$ cat config.mk
export PLATFORM = sky130hd
export DESIGN_NAME = debounce_toggle_gen
export DESIGN_NICKNAME = d
export VERILOG_FILES = /design/src/rtl/debounce_toggle_gen_pkg.sv /design/src/rtl/sync_ff_chain.sv /design/src/rtl/debounce_toggle_gen.sv
export SDC_FILE = /design/constraint.sdc
export NUM_CORES = 1
export LEC_CHECK = 0
export CAP_MARGIN = 10
export CORE_MARGIN = 2
export CORE_UTILIZATION = 35
export CTS_CLUSTER_DIAMETER = 30
export DETAILED_ROUTE_END_ITERATION = 6
export PLACE_DENSITY = 0.71
export SYNTH_ARGS = -nofsm -noshare
export SYNTH_HDL_FRONTEND = slang
export SYNTH_SLANG_ARGS = --single-unit
$ cat constraint.sdc
create_clock -name clk -period 1.5 [get_ports clk]
set_clock_uncertainty 0.05 [all_clocks]
set_input_delay 0.45 -clock clk [delete_from_list [all_inputs] [get_ports clk]]
set_output_delay 0.45 -clock clk [all_outputs]
set_load 0.01 [all_outputs]
$ cat src/rtl/debounce_toggle_gen_pkg.sv
// Shared types and defaults for the debounced button toggle-pulse generator.
package debounce_toggle_gen_pkg;

    // Debounce FSM states, fixed 2-bit encoding.
    typedef enum logic [1:0] {
        IDLE         = 2'd0,
        PRESS_WAIT   = 2'd1,
        PRESSED      = 2'd2,
        RELEASE_WAIT = 2'd3
    } state_t;

    localparam int unsigned DEF_SYNC_STAGES     = 2;
    localparam int unsigned DEF_DEBOUNCE_CYCLES = 16;
    localparam int unsigned PRESS_COUNT_W       = 8;

    // Debounced level implied by a state: high once a press has been accepted.
    function automatic logic level_of(input state_t s);
        return (s == PRESSED) || (s == RELEASE_WAIT);
    endfunction

    // A qualification window is open in either wait state.
    function automatic logic busy_of(input state_t s);
        return (s == PRESS_WAIT) || (s == RELEASE_WAIT);
    endfunction

endpackage

$ cat src/rtl/sync_ff_chain.sv
// Multi-stage flip-flop synchronizer for a single asynchronous level.
module sync_ff_chain #(
    parameter int unsigned DEPTH = 2
) (
    input  logic clk,
    input  logic rst_n,
    input  logic d_in,
    output logic q_out
);

    logic [DEPTH-1:0] stage_q;
    logic [DEPTH-1:0] stage_d;

    // Shift the raw input in at bit 0; the oldest sample sits at the top bit.
    always_comb begin
        stage_d = {stage_q[DEPTH-2:0], d_in};
    end

    // Synchronizer register, cleared asynchronously.
    always_ff @(posedge clk or negedge rst_n) begin
        if (!rst_n) begin
            stage_q <= '0;
        end else begin
            stage_q <= stage_d;
        end
    end

    assign q_out = stage_q[DEPTH-1];

endmodule

$ cat src/rtl/debounce_toggle_gen.sv
// Debounces a raw button and emits one registered toggle request per
// accepted press, with a wrapping 8-bit count of emitted requests.
module debounce_toggle_gen
    import debounce_toggle_gen_pkg::*;
#(
    parameter int unsigned SYNC_STAGES     = DEF_SYNC_STAGES,
    parameter int unsigned DEBOUNCE_CYCLES = DEF_DEBOUNCE_CYCLES,
    parameter int unsigned CNT_W           = $clog2(DEBOUNCE_CYCLES)
) (
    input  logic       clk,
    input  logic       rst_n,
    input  logic       btn_in,
    input  logic       en,
    output logic       t_pulse,
    output logic       btn_level,
    output logic [7:0] press_count,
    output logic       busy
);

    localparam logic [CNT_W-1:0] CNT_MAX = CNT_W'(DEBOUNCE_CYCLES - 1);

    logic                     btn_sync;

    state_t                   state_q,       state_d;
    logic [CNT_W-1:0]         cnt_q,         cnt_d;
    logic                     t_pulse_q,     t_pulse_d;
    logic                     btn_level_q,   btn_level_d;
    logic                     busy_q,        busy_d;
    logic [PRESS_COUNT_W-1:0] press_count_q, press_count_d;

    sync_ff_chain #(
        .DEPTH (SYNC_STAGES)
    ) u_sync (
        .clk   (clk),
        .rst_n (rst_n),
        .d_in  (btn_in),
        .q_out (btn_sync)
    );

    // Next state, window counter, pulse request and registered output values.
    always_comb begin
        state_d       = state_q;
        cnt_d         = cnt_q;
        t_pulse_d     = 1'b0;
        press_count_d = press_count_q;

        case (state_q)
            IDLE: begin
                if (btn_sync) begin
                    state_d = PRESS_WAIT;
                    cnt_d   = '0;
                end
            end
            PRESS_WAIT: begin
                if (!btn_sync) begin
                    state_d = IDLE;
                    cnt_d   = '0;
                end else if (cnt_q == CNT_MAX) begin
                    state_d   = PRESSED;
                    cnt_d     = '0;
                    t_pulse_d = en;
                end else begin
                    cnt_d = cnt_q + CNT_W'(1);
                end
            end
            PRESSED: begin
                if (!btn_sync) begin
                    state_d = RELEASE_WAIT;
                    cnt_d   = '0;
                end
            end
            RELEASE_WAIT: begin
                if (btn_sync) begin
                    state_d = PRESSED;
                    cnt_d   = '0;
                end else if (cnt_q == CNT_MAX) begin
                    state_d = IDLE;
                    cnt_d   = '0;
                end else begin
                    cnt_d = cnt_q + CNT_W'(1);
                end
            end
            default: begin
                state_d = IDLE;
                cnt_d   = '0;
            end
        endcase

        if (t_pulse_d) begin
            press_count_d = press_count_q + PRESS_COUNT_W'(1);
        end

        // Level and busy are registered from the next state so they change
        // in the same cycle as the state they describe.
        btn_level_d = level_of(state_d);
        busy_d      = busy_of(state_d);
    end

    // State and output registers, all cleared asynchronously.
    always_ff @(posedge clk or negedge rst_n) begin
        if (!rst_n) begin
            state_q       <= IDLE;
            cnt_q         <= '0;
            t_pulse_q     <= 1'b0;
            btn_level_q   <= 1'b0;
            busy_q        <= 1'b0;
            press_count_q <= '0;
        end else begin
            state_q       <= state_d;
            cnt_q         <= cnt_d;
            t_pulse_q     <= t_pulse_d;
            btn_level_q   <= btn_level_d;
            busy_q        <= busy_d;
            press_count_q <= press_count_d;
        end
    end

    assign t_pulse     = t_pulse_q;
    assign btn_level   = btn_level_q;
    assign busy        = busy_q;
    assign press_count = press_count_q;

endmodule

==> impl_metrics.ini <==
[pwr]
total_power_uw = 789
p_leak_uw = 0.000598
peakVddDrop_mv = 0.328
powerDensity_mw_per_mm2 = 687

[place]
dp_cells = 116
io_buffers = 14
place_ws_ns = -0.341
gp_congestion = 0.824
dp_hpwl_um = 979

[logic_synthesis]
ys.flop_type = dfrtp_1
synth-seq-cells = 18
syn_area_um2 = 792
synth.avg_cell_area_um2 = 12.2
synth_warnings = 0
synthCells = 65
syn_nets = 71
ys_async_sr_fraction = 1.00
yosysUniqueCellTypes = 22
synth-edff-count = 0
yosysSeqAreaShare = 0.569

[timing]
fmax_mhz = 668
drv_slew = 0
setup_viol = 0
fin_crit_sh = 0.998
worstMarginPinSlew_ns = 0.378
timing.final.crit_period_ns = 1.50
worst_slack_ns = 0.00270
rsz0062_at_grt = true
max-slew-margin-rel = 0.747
hold_viol_final = 0
holdWs_ns = 0.311

[clock_network]
cts_tree = done
max-clock-path-buffers = 2
holdBufCountCts = 0
clkTransAtPathRegs_ns = 0.10
numCtsBuffers = 3
cts_sinks = 18
ctsHtreeMaxLevel = 1
clk_latency_ns = 0.28
cts_root_buffer = clkbuf_4

[routing]
num_vias = 610
firstDrtPassIters = 5
route.detailed.drc = 0
drtAntennaViolNets = 0
viasPerCell = 4.77
drtIter0Drc = 3
totalWireLength_mm = 1.53
wl_per_cell_um = 11.9

[setup_path]
slowest_delay_ns = 0.49
cpLargestDelayFamily = simple AND/OR/NAND/NOR gates
path_buf_inv = 0
cpMaxStageDelayCell = or4b_1
crit_required_ns = 1.67
r2r-end = cnt_q[0]
path_class = register to register
crit_arrival_ns = 1.67
reg2reg_slack_ns = 0.003
crit_path_end_kind = register
crit_path_max_fanout = 4
rr_worst_depth = 4
critPathLaunchType = register
worstSetupStartpoint = cnt_q[1]
r2r-start = cnt_q[1]
crit_chain = ha_4 > and3_2 > or4b_1 > nand2_1

[run]
maxCapViolations = 0

[cells_and_area]
final_cell_count_no_fill = 128
seq_area_um2 = 450
drive_gt1_frac = 0.310
fill_cells = 217
final_core_util = 0.529
num_antenna_cells = 0
nets = 108
multi_input_area_um2 = 360
area_delta_synth_final_pct = 45.0

[global_route]
gr-total-overflow = 0
globalRouteTotalUtil = 0.128
grt_max_degree = 19
grt_pass1_wl_mm = 2.53
first_global_vias = 578
antenna_found_initial = 0

[floorplan]
rows = 17
die_height_um = 51.6
start_util = 0.365
core_mm2 = 0.00217
die_x_um = 51.6
die_area_mm2 = 0.00266
num_io_pins = 15

[min_path]
holdPathStages = 0
hold_start = u_sync.stage_q[0]
hold_path_class = register to register
hold_end = u_sync.stage_q[1]

[status]
status = finished clean
==> cells in the mapped netlist (2+ instances only) <==
master	instances	share of area
dfrtp_1	18	0.57
nand2_1	9	0.043
xnor2_1	8	0.088
nand3_1	4	0.025
mux2_2	3	0.043
a21oi_1	2	0.013
and2_1	2	0.016
ha_1	2	0.032
nand4_1	2	0.016
nor2_1	2	0.0095
o22ai_1	2	0.016
==> layer usage <==
layer,part of all wire,GRT usage,up-vias,wire [um]
li1,-,-,296,-
met1,0.47,0.171,300,716
met2,0.49,0.194,12,750
met3,0.031,0.0345,2,48
met4,0.0066,0.0526,0,10
met5,0,0,-,0
==> how the worst max path moves through the flow <==
stage	depth (start not counted)	endpoint	slack, ns
finish	4	cnt_q[0]	0.003
global route	4	cnt_q[0]	-0.06
CTS	4	cnt_q[0]	0.001
detailed placement	4	press_count[1]	-0.34
global placement	4	press_count[1]	-0.31
floorplan	4	press_count[1]	0.03
==> cell type report <==
type                    count  share of cell area
flip-flops and latches     18               0.392
well taps                  28              0.0305
multi-input cells          46               0.314
clock buffers               3              0.0196
repair buffers             33               0.244
==> logic make-up after synthesis <==
logic type	share of synthesized area
buffers and inverters	0.00948
AOI/OAI and AO/OA	0.0442
DFF	0.569
and+or+nand+nor	0.204
muxes	0.0427
adders and majority gates	0.0316
xor gates and xnor gates	0.0995
==> stage by stage <==
| step | setup TNS [ns] | instance area, um^2 |
|---|---|---|
| 6_report | 0 | 1150 |
| 5_1_grt | -0.0568 | 1150 |
| 4_1_cts | 0 | 1080 |
| 3_5_place_dp | -2.60 | 1050 |
| 3_3_place_gp | -2.38 | 1050 |
| 2_1_floorplan | 0 | 808 |
==> where the power goes <==
group	leakage, uW	switching [uW]	internal (uW)
sequential	0.000243	8.57	494
clock	0.0000138	133	93.0
combinational	0.000341	30.2	31.5
==> placed cells by master, fill, tap and decap left out, types with 2 or more instances in the layout <==
master,n
nand4_1,2
dfrtp_1,18
mux2_2,2
xnor2_1,7
and2_1,2
clkdlybuf4s50_1,2
a21oi_1,2
clkbuf_4,3
clkdlybuf4s15_1,4
nand3_1,4
nor2_1,2
buf_4,18
o22ai_1,2
dlygate4sd2_1,7
nand2_1,8
==> flip-flops by register name, summed over array words and instances, names as in the netlist <==
register / cells
t_pulse: 1
cnt_q: 4
press_count: 8
u_sync.stage_q: 2
btn_level: 1
state_q: 2
==> repair_timing <==
| action | CTS | global route |
|---|---|---|
| setup buffers | 2 | 7 |
| resized for setup | 12 | 7 |
| gates cloned | 0 | 0 |
| pin swaps | 2 | 4 |
| endpoints found under the setup margin | 18 | 17 |
No activity file was read; power rests on OpenSTA's default activity.
